<file path="config.mk">
export PLATFORM = sky130hd
export DESIGN_NAME = minibyte_mmio_timer
export DESIGN_NICKNAME = d
export VERILOG_FILES = /design/src/rtl/minibyte_pkg.sv /design/src/rtl/minibyte_prescaler.sv /design/src/rtl/minibyte_mmio_timer.sv
export SDC_FILE = /design/constraint.sdc
export NUM_CORES = 1
export LEC_CHECK = 0
export ABC_AREA = 1
export CORE_UTILIZATION = 45
export DETAILED_ROUTE_END_ITERATION = 12
export PLACE_DENSITY = 0.7
export SLEW_MARGIN = 25
export SYNTH_ARGS = -nofsm -noshare
export SYNTH_HDL_FRONTEND = slang
export SYNTH_SLANG_ARGS = --single-unit
</file>
<file path="constraint.sdc">
create_clock -name clk_in -period 1.8 [get_ports clk_in]
set_input_delay 0.18 -clock clk_in [delete_from_list [all_inputs] [get_ports clk_in]]
set_output_delay 0.18 -clock clk_in [all_outputs]
set_load 0.01 [all_outputs]
</file>
<file path="src/rtl/minibyte_pkg.sv">
// Shared constants for the minibyte MMIO timer: register offsets, CTRL/STATUS
// bit positions, reset values and CTRL write masks.
package minibyte_pkg;

    localparam logic [1:0] OFF_CTRL    = 2'd0;
    localparam logic [1:0] OFF_COUNT   = 2'd1;
    localparam logic [1:0] OFF_COMPARE = 2'd2;
    localparam logic [1:0] OFF_STATUS  = 2'd3;

    localparam int CTRL_EN         = 0;
    localparam int CTRL_AUTORELOAD = 1;
    localparam int CTRL_IRQEN      = 2;

    localparam int STATUS_MATCH = 0;
    localparam int STATUS_OVF   = 1;

    localparam logic [7:0] COMPARE_RESET = 8'hFF;

    // Bit 3 is reserved; PRESCALE bits are only storable when the prescaler exists.
    localparam logic [7:0] CTRL_WMASK_PRESCALE = 8'hF7;
    localparam logic [7:0] CTRL_WMASK_BASIC    = 8'h07;
    localparam logic [7:0] STATUS_MASK         = 8'h03;

endpackage

</file>
<file path="src/rtl/minibyte_prescaler.sv">
// Tick divider: one tick every divisor+1 enabled cycles, phase restartable.
// Only present when MINIBYTE_TIMER_PRESCALER_EN is defined.
`ifdef MINIBYTE_TIMER_PRESCALER_EN
module minibyte_prescaler (
    input  logic       clk_in,
    input  logic       rst_in,
    input  logic       enable,
    input  logic       restart,
    input  logic [3:0] divisor,
    output logic       tick
);

    logic [3:0] phase_q;

    assign tick = enable && (phase_q == divisor);

    always_ff @(posedge clk_in or posedge rst_in) begin
        if (rst_in) begin
            phase_q <= 4'd0;
        end else if (restart) begin
            phase_q <= 4'd0;
        end else if (enable) begin
            phase_q <= tick ? 4'd0 : phase_q + 4'd1;
        end
    end

endmodule
`endif

</file>
<file path="src/rtl/minibyte_mmio_timer.sv">
// Memory-mapped 8-bit compare timer (CTRL/COUNT/COMPARE/STATUS) with IRQ.
// Optional prescaler selected by MINIBYTE_TIMER_PRESCALER_EN.
module minibyte_mmio_timer #(
    parameter logic [6:0] BASE_ADDR = 7'h78
) (
    input  logic       clk_in,
    input  logic       rst_in,
    input  logic [6:0] address,
    input  logic [7:0] data_in,
    input  logic       we_in,
    output logic [7:0] data_out,
    output logic       active_out,
    output logic       irq_out
);
    import minibyte_pkg::*;

    logic [7:0] ctrl_q, count_q, compare_q, status_q;
    logic [7:0] ctrl_d, count_d, compare_d, status_d, status_set;
    logic       irq_d;
    logic       tick;
    logic       wr_en, wr_ctrl, wr_count, wr_compare, wr_status;

    assign active_out = (address[6:2] == BASE_ADDR[6:2]);
    assign wr_en      = we_in && active_out;
    assign wr_ctrl    = wr_en && (address[1:0] == OFF_CTRL);
    assign wr_count   = wr_en && (address[1:0] == OFF_COUNT);
    assign wr_compare = wr_en && (address[1:0] == OFF_COMPARE);
    assign wr_status  = wr_en && (address[1:0] == OFF_STATUS);

`ifdef MINIBYTE_TIMER_PRESCALER_EN
    localparam logic [7:0] CTRL_WMASK = CTRL_WMASK_PRESCALE;

    minibyte_prescaler u_prescaler (
        .clk_in  (clk_in),
        .rst_in  (rst_in),
        .enable  (ctrl_q[CTRL_EN]),
        .restart (wr_ctrl),
        .divisor (ctrl_q[7:4]),
        .tick    (tick)
    );
`else
    localparam logic [7:0] CTRL_WMASK = CTRL_WMASK_BASIC;

    assign tick = ctrl_q[CTRL_EN];
`endif

    always_comb begin
        ctrl_d     = ctrl_q;
        count_d    = count_q;
        compare_d  = compare_q;
        status_set = 8'h00;

        if (tick) begin
            if (count_q == compare_q) begin
                status_set[STATUS_MATCH] = 1'b1;
                if (ctrl_q[CTRL_AUTORELOAD])
                    count_d = 8'h00;
                else
                    ctrl_d[CTRL_EN] = 1'b0;
            end else begin
                count_d = count_q + 8'd1;
                if (count_q == 8'hFF)
                    status_set[STATUS_OVF] = 1'b1;
            end
        end

        // CPU writes override the tick's update of the same register.
        if (wr_ctrl)
            ctrl_d = data_in & CTRL_WMASK;
        if (wr_count)
            count_d = data_in;
        if (wr_compare)
            compare_d = data_in;

        status_d = status_q;
        if (wr_status)
            status_d = status_q & ~data_in;
        // A flag being set wins over a same-cycle write-1-to-clear.
        status_d = (status_d | status_set) & STATUS_MASK;

        irq_d = ctrl_d[CTRL_IRQEN] & status_d[STATUS_MATCH];
    end

    always_ff @(posedge clk_in or posedge rst_in) begin
        if (rst_in) begin
            ctrl_q    <= 8'h00;
            count_q   <= 8'h00;
            compare_q <= COMPARE_RESET;
            status_q  <= 8'h00;
            irq_out   <= 1'b0;
        end else begin
            ctrl_q    <= ctrl_d;
            count_q   <= count_d;
            compare_q <= compare_d;
            status_q  <= status_d;
            irq_out   <= irq_d;
        end
    end

    always_comb begin
        data_out = 8'h00;
        if (active_out) begin
            case (address[1:0])
                OFF_CTRL:    data_out = ctrl_q;
                OFF_COUNT:   data_out = count_q;
                OFF_COMPARE: data_out = compare_q;
                OFF_STATUS:  data_out = status_q;
                default:     data_out = 8'h00;
            endcase
        end
    end

endmodule

</file>
==> results.tsv, run 1 <==
metric	value	unit
fmax	578	MHz
tightestPinTransition	0.325	ns
fillers	320	
synth_top_area_share	0.251	
wl_per_cell	11.3	µm
grt_pass1_vias	1431	
core_area	3390	µm²
drive_gt1_frac	0.148	
drtIter0Drc	85	
diodes	0	
finalHoldViolations	0	
fin_crit	1.73	ns
num_rows	21	
cp-end-kind	output port	
cts.path.max_buffers	2	
register_area	561	µm²
p_sw_frac	0.332	
ys_top_cells_by_count	nand2_1, inv_1, nor2_1, dfrtp_1, nand3_1	
multi_input_area	875	µm²
yosysUniqueCellTypes	29	
status	finished clean	
start_kind	flip-flop	
ioPinCount	28	
fin_skew	0.00937	ns
hold_path.class	in2async	
crit_fanout	4	
cp.required	1.62	ns
synth_area_leaders	nand2_1, dfrtp_1, dfstp_2	
hpwl	2950	µm
overflow	0	
final_cells	343	
cp.arrival	1.55	ns
start_util	0.477	
htree_levels	1	
finalCritPeriodShare	0.961	
nets	317	
drv_cap	0	
die_height	62.0	µm
ctsRootBufferMaster	clkbuf_4	
ys_seq_elements	22	
cts_inserted_buffers	3	
yosysTopAreaCell	nand2_1	
synth.cell_area	1620	µm²
slew_violations	0	
io_buffer_count	27	
pwr_density_cell	712	nW/µm²
drc	0	
clock-sinks	22	
p_seq_frac	0.445	
drt_pass1_iterations	4	
synth_edf_count	0	
grt_pass1_wl	6130	µm
die_area	3840	µm²
clk_latency	0.32	ns
ant_nets	0	
setup.worst_path.class	reg2out	
vias_per_cell	4.71	
clkTransAtPathRegs	0.13	ns
yosysSeqAreaShare	0.346	
grt_max_degree	23	
synth.most_common_cell	nand2_1	
grtUsageTotal	0.220	
finalSetupViolations	0	
irDropWorstVdd	0.451	mV
async_reset_ff_frac	1.00	
synthCells	257	
pwr-share-clk	0.260	
intPower	0.000995	W
design_area	2090	µm²
placedCellCount	336	
leakagePower	1.16	nW
cts_tree	yes	
avgSynthCellArea	6.29	µm²
postPlaceCellArea	2000	µm²
via_count	1617	
area_growth_syn_to_layout	29.3	%
synth.net_count	276	
routabilityCongestion	0.840	
slew_headroom	0.781	
p_sw	0.000494	W
fin_util	0.617	
die_w	62.0	µm
antenna_found_initial	0	
synth_warnings	0	
routed_wl	3870	µm
synthFlopType	dfrtp_1	
p_comb_frac	0.294	
worst paths after layout:
kind | depth (start not counted) | from | end | slack, ns
setup / recovery | 5 | compare_q[0] | data_out[0] | 0.07
hold / removal | 3 | rst_in | count_q[1] | 0.18
setup reg to reg | 9 | compare_q[7] | count_q[0] | 0.17
hold reg to reg | 2 | compare_q[6] | compare_q[6] | 0.52
max in group asynchronous | 3 | rst_in | compare_q[1] | 1.33
min in group clk_in | 3 | data_in[4] | compare_q[4] | 0.43
critical path, cell delays in order, from the launching register on:
cell and delay [ns]:
dfstp_2 0.59, inv_1 0.07, a21oi_1 0.16, a221oi_2 0.05, nor2_1 0.10, dlygate4sd2_1 0.27
per-layer routing:
| metal | GRT usage | routed length (µm) | up-vias |
|---|---|---|---|
| li1 | - | - | 868 |
| met1 | 0.306 | 1950 | 696 |
| met2 | 0.347 | 1670 | 47 |
| met3 | 0.0186 | 175 | 6 |
| met4 | 0.102 | 76 | 0 |
| met5 | 0 | 0 | - |
final cells by class:
type	instances	share of cell area
multi-input combinational	186	0.418
sequential	22	0.268
timing repair buffer	40	0.181
inverter	45	0.0807
tap	46	0.0275
clock inverter	1	0.0144
clock buffer	3	0.0108
flip-flops by register name (all words and copies together) (netlist names):
name and count:
irq_out 1, status_q 2, count_q 8, compare_q 8, ctrl_q 3
cell usage in the layout, fill, tap and decap left out, types with 3 or more instances in the layout:
cell type / synthesis / layout
o22ai_1: 5 / 5
buf_4: 1 / 11
inv_1: 37 / 36
clkdlybuf4s50_1: 0 / 16
a21oi_1: 9 / 9
nand3_1: 13 / 13
clkbuf_4: 0 / 3
inv_2: 6 / 7
o21ai_0: 10 / 10
nand2_1: 108 / 107
dlygate4sd2_1: 0 / 7
dfrtp_1: 14 / 14
dfstp_2: 8 / 8
nor2_1: 19 / 19
clkdlybuf4s15_1: 0 / 3
xor2_1: 3 / 3
nor2_2: 3 / 3
power groups by stage:
| stage | combinational [W] | sequential (W) | clock, W |
|---|---|---|---|
| 5_1_grt | 0.000510 | 0.000674 | 0.000410 |
| 4_1_cts | 0.000435 | 0.000655 | 0.000395 |
| 3_3_place_gp | 0.000419 | 0.000663 | 0 |
| 3_5_place_dp | 0.000429 | 0.000665 | 0 |
| 2_1_floorplan | 0.000328 | 0.000629 | 0 |
| 6_report | 0.000439 | 0.000663 | 0.000388 |
kinds of logic after synthesis:
| logic type | Yosys count | share of synthesized area |
|---|---|---|
| AND/OR/NAND/NOR | 149 | 0.379 |
| XOR/XNOR | 5 | 0.0271 |
| AO/OA/AOI/OAI | 31 | 0.118 |
| buffers and inverters | 49 | 0.122 |
| flip-flops | 22 | 0.346 |
| adder cells (fa/ha/maj) | 1 | 0.00773 |
per-stage QoR:
step / setup TNS, ns / total power (W) / hold WS, ns / worst slack, ns
floorplan: 0 / 0.000956 / 0.163 / 0.400
global placement: -1.91 / 0.00108 / 0.490 / -0.169
detailed placement: -2.63 / 0.00109 / 0.505 / -0.234
CTS: 0 / 0.00148 / 0.182 / 0.0759
global route: -0.00954 / 0.00159 / 0.242 / -0.00619
finish: 0 / 0.00149 / 0.182 / 0.0702
what timing repair did:
item,CTS,global route
hold buffers,0,0
pin swaps,1,2
resized for setup,11,8
gates cloned,0,0
buffers inserted,3,0
setup endpoints to repair,9,14
Power figures use the tool's default switching activity.
==> run 2: changes to the inputs <==
Settings changed: CORE_UTILIZATION 45 to 40, PLACE_DENSITY 0.7 to not set, RECOVER_POWER set to 100.
==> run 2 against run 1 <==
Sequential share of layout area shrank 0.064 points. Clock skew shrank 0.0051 ns. Flip-flop and latch count is the same. Wire length grew 9.5%. Critical path depth is the same. Register-to-register slack gained 0.02 ns. Largest power group unchanged.
==> results.tsv, run 2 (synthesis results as in run 1) <==
metric	value	unit	change
status	finished clean		
worst_slack	0.147	ns	+0.0772 ns
routed_wl	4230	µm	+9.5%
worstHoldPathCells	3		
finalCritPeriodShare	0.918		-0.0429
grt_pass1_vias	1498		+4.7%
holdWs	0.473	ns	+0.291 ns
drv_cap	0		unchanged
overflow	0		unchanged
drc	0		unchanged
htree_levels	1		unchanged
ctsRootBufferMaster	clkbuf_8		
irDropWorstVdd	0.601	mV	+33%
num_rows	22		+4.8%
fmax	605	MHz	+4.7%
rr_worst_depth	9		unchanged
hpwl	3250	µm	+9.9%
final_common_cell	nand2_1		
ant_nets	0		unchanged
pwr_density_cell	759	nW/µm²	+6.7%
slew_headroom	0.174		-0.607
fin_util	0.556		-0.0611
nets	320		+0.95%
clock-sinks	22		unchanged
start_util	0.429		-0.0483
place_worst_setup_slack	-0.200	ns	+0.0344 ns
start_kind	flip-flop		
io_buffer_count	27		unchanged
layout_common_cells	nand2_1, inv_1, nor2_1, dfrtp_1, clkdlybuf4s50_1		
cts.path.max_buffers	2		unchanged
cts_tree	yes		
p_sw_frac	0.338		+0.00591
grt_pass1_wl	6980	µm	+14%
diodes	0		unchanged
clk_latency	0.27	ns	-0.05 ns
crit_fanout	4		unchanged
tightestPinTransition	1.24	ns	+0.913 ns
cp-end-kind	output port		
via_count	1676		+3.6%
cts_inserted_buffers	3		unchanged
reg_top3	compare_q x8, count_q x8, ctrl_q x3		
ioPinCount	28		unchanged
intPower	0.00105	W	+6.0%
design_area	2100	µm²	+0.24%
cp.arrival	1.47	ns	-0.08 ns
p_comb_frac	0.273		-0.021
area_growth_syn_to_layout	29.6	%	
cpPeakStageDelay	0.56	ns	-0.03 ns
wl_per_cell	12.2	µm	+7.9%
die_area	4300	µm²	+12%
hold_path.class	in2reg		
reg2reg_to	count_q[3]		
whs_endpoint	compare_q[5]		
drt_pass1_iterations	4		unchanged
min-delay-start	data_in[5]		
vias_per_cell	4.82		+2.2%
die_w	65.6	µm	+5.9%
grt_max_degree	23		unchanged
drive_gt1_frac	0.143		-0.00481
crit_chain	inv_1 > a21oi_1 > a221oi_1 > nor2_1 > dlygate4sd2_1		
finalHoldViolations	0		unchanged
slowest_stage	dfstp_2		
core_area	3770	µm²	+11%
pwr-share-clk	0.309		+0.049
r2r_start	count_q[0]		
grtUsageTotal	0.215		-0.00511
cp.required	1.62	ns	about the same
r2r_slack	0.19	ns	+0.02 ns
fin_crit	1.65	ns	-0.0772 ns
leakagePower	1.17	nW	+0.92%
fillers	397		+24%
p_seq_frac	0.419		-0.026
slew_violations	0		unchanged
die_height	65.6	µm	+5.9%
rsz0062_at_grt	no		
routabilityCongestion	0.812		-3.3%
finalSetupViolations	0		unchanged
fin_skew	0.00427	ns	-0.00510 ns
postPlaceCellArea	2040	µm²	+1.6%
setup.worst_path.class	reg2out		
p_sw	0.000538	W	+8.8%
clkTransAtPathRegs	0.09	ns	-0.04 ns
drtIter0Drc	133		+56%
antenna_found_initial	0		unchanged
[run 2: changes by cell type in the layout (fill, tap and decap cells not counted), moves of 2 or more]
cell | before | now
a221oi_1 | 0 | 2
dlygate4sd2_1 | 7 | 11
dlygate4sd3_1 | 0 | 2
o21ai_0 | 10 | 12
clkdlybuf4s15_1 | 3 | 0
a221oi_2 | 2 | 0
clkbuf_8 | 0 | 3
clkdlybuf4s50_1 | 16 | 14
[run 2: critical path: cells and delay by family, from the launching register on]
kind / cells / cell delay (ns)
flip-flops: 1 / 0.56
buffers and inverters: 2 / 0.35
AND/OR/NAND/NOR: 1 / 0.09
AO/OA/AOI/OAI: 2 / 0.19
[run 2: metrics by stage]
stage	instances	TNS, ns	total power [W]
floorplan	257	0	0.000956
global placement	342	-2.37	0.00110
detailed placement	342	-2.48	0.00111
CTS	346	0	0.00160
global route	348	0	0.00168
finish	348	0	0.00159
[run 2: power groups by stage]
stage               clock network [W]  registers [W]  logic, W
floorplan                           0       0.000629  0.000328
global placement                    0       0.000670  0.000433
detailed placement                  0       0.000672  0.000440
CTS                          0.000492       0.000663  0.000440
global route                 0.000507       0.000676  0.000500
finish                       0.000492       0.000666  0.000434
[run 2: area by class of cell]
| class | instances | area (µm²) | area share |
|---|---|---|---|
| Tap cell | 48 | 60.1 | 0.0286 |
| Inverter | 45 | 170 | 0.0811 |
| Sequential cell | 22 | 561 | 0.267 |
| Clock buffer | 3 | 41.3 | 0.0197 |
| Timing Repair Buffer | 42 | 378 | 0.180 |
| Multi-Input combinational cell | 187 | 857 | 0.409 |
| Clock inverter | 1 | 30.0 | 0.0143 |
[run 2: routing by layer]
layer  GRT usage  wire [µm]  vias to the layer above
li1            -          -                      876
met1       0.304       2090                      737
met2       0.341       1810                       58
met3      0.0347        300                        5
met4      0.0489         36                        0
met5           0          0                        -
[run 2: worst max path at each step]
stage	from	end
after CTS	address[4]	data_out[4]
after global routing	address[4]	data_out[3]
after detailed placement	address[1]	data_out[2]
after floorplan	compare_q[6]	count_q[0]
final	compare_q[1]	data_out[1]
after global placement	address[1]	data_out[2]
[run 2: timing repair]
action / in CTS / in global routing
gates cloned: 0 / 1
endpoints found under the setup margin: 9 / 5
setup buffers: 0 / 1
hold buffers: 0 / 0
pin swaps: 0 / 1
resized for setup: 13 / 1
==> edit: new RTL, settings of run 2 <==
The output `irq_out` loses its register stage (`irq_out` becomes a continuous assignment).
--- a/src/rtl/minibyte_mmio_timer.sv
+++ b/src/rtl/minibyte_mmio_timer.sv
@@ -88,5 +88,4 @@
             compare_q <= COMPARE_RESET;
             status_q  <= 8'h00;
-            irq_out   <= 1'b0;
         end else begin
             ctrl_q    <= ctrl_d;
@@ -94,7 +93,8 @@
             compare_q <= compare_d;
             status_q  <= status_d;
-            irq_out   <= irq_d;
         end
     end
+
+    assign irq_out = irq_d;
 
     always_comb begin
Function: changed (a bounded check fails within 4 cycles, from zero or initial values and one cycle with rst_in high).
==> edit against run 2 <==
The flow now finishes with violations (negative setup slack). First-iteration DRC count down 53%. Cell area rose by 8.7%. Sequential cell count down 1. Utilization increased by 5.3 points. Final cell count up 8.3%. Area after synthesis down 1.5%. Worst setup slack lost 0.16 ns. Combinational power increased by 41%. Global-route usage increased by 2.0 points. Wire length up 6.8%. Worst hold slack better by 0.0081 ns. Power down 4.9%. Non-clock buffer count grew 31. Critical path type unchanged. Highest routed layer unchanged.
==> edit: results (changes against run 2) <==
max-vdd-ir-drop_mv: 0.5313  # -12%
vias: 1759  # +5.0%
grt_util_met2_pct: 35.68  # +1.5 points
skew_ns: 0.002190  # -0.002080 ns
violations: "negative setup slack"
clock-sinks: 21  # -4.5%
total_leakage_power_uw: 0.001295  # +11%
wl_met1_um: 2205  # +5.5%
dp_cells: 373  # +9.1%
slowest_stage: "dfstp_2"
synth.net_count: 275  # -0.36%
status: "finished with violations"
setup_viol: 1  # +1
wl_met2_um: 1930  # +6.8%
grt_pass1_vias: 1672  # +12%
grt_pass1_wl_um: 7610  # +9.0%
top_regs: "compare_q x8, count_q x8, ctrl_q x3"
p_switching_uw: 523.5  # -2.7%
insertion_delay_ns: 0.26
synthTopCellsByCount: "nand2_1, inv_1, nor2_1, dfrtp_1, nand3_1"
synthCells: 256  # -0.39%
slowest_delay_ns: 0.54  # -0.02 ns
tightest_slew_ns: 1.179  # -0.05927 ns
powerSeq_uw: 587  # -12%
met3_usage_pct: 2.778  # -0.69 points
place_area_um2: 2252  # +11%
worst_ep_arrival_time_ns: 1.63  # +0.16 ns
yosysSeqAreaShare_pct: 33.62  # -1.0 points
place.gp.congestion: 0.8631  # +6.3%
first_iter_violations: 63  # -53%
ys_top_cells_by_area: "nand2_1, dfrtp_1, dfstp_2, inv_1, nor2_1"
gr-usage-all-layers_pct: 23.45  # +2.0 points
drive_gt1_share_pct: 23.71  # +9.4 points
pg_clk_uw: 317  # -36%
stdcell_count: 377  # +8.3%
dp_hpwl_um: 3438  # +5.9%
routed-wl-met3_um: 301  # +0.33%
cp_top_family: "flip-flops"
use_met1_pct: 34.02  # +3.6 points
grt_max_degree: 22  # -4.3%
timing.final.ws_setup_ns: -0.01148  # -0.1589 ns
finish.net_count: 349  # +9.1%
ff2ff_path_depth: 12  # +3
critical_path.max_fanout: 2  # -2
-- edit: changes by cell type in the layout (fill, tap and decap cells not counted), sizes merged --
cell	run 2	this run
dlygate4sd2	11	9
bufinv	1	0
buf	12	40
dlygate4sd3	2	1
clkdlybuf4s15	0	1
dfrtp	14	13
dlymetal6s2s	0	1
nand2	111	110
clkbuf	6	11
-- edit: stage by stage --
stage	hold slack [ns]	total power, µW	worst slack, ns	TNS, ns
after floorplan	0.1506	929.3	0.3031	0
after global placement	0.5046	1189	-0.3501	-2.766
after detailed placement	0.5197	1195	-0.3948	-2.714
after CTS	0.2892	1513	-0.03071	-0.03071
after global routing	0.4981	1628	-0.1186	-0.4829
final	0.4811	1515	-0.01148	-0.01148
-- edit: final timing paths --
path,start,to,slack (ns)
max,compare_q[6],irq_out,-0.01
min,data_in[3],compare_q[3],0.48
max reg2reg,compare_q[6],count_q[3],0.08
min reg2reg,ctrl_q[1],ctrl_q[1],0.54
max in group asynchronous,rst_in,count_q[1],0.36
min in group asynchronous,rst_in,count_q[4],0.74
-- edit: layout make-up --
cell class                 instances  area, µm²
inverter                          45      168.9
fill                             391       1464
timing repair buffer              73      590.6
sequential                        21      535.5
multi-input combinational        186      879.6
tap                               48      60.06
clock buffer                       4      45.04
-- edit: kinds of logic (layout without fill, tap and decap cells) --
logic type	after synthesis	count (layout)	synth area share [%]
flops	21	21	33.62
simple gates	149	149	38.49
compound gates	31	31	11.94
xor+xnor	5	5	2.750
buf+inv	49	122	12.41
fa+ha+maj	1	1	0.7854
-- edit: repair_timing --
action / 4_1_cts / 5_1_grt
cloned: 0 / 0
gates resized for setup: 15 / 14
setup endpoints to repair: 10 / 13
pin swaps: 2 / 7
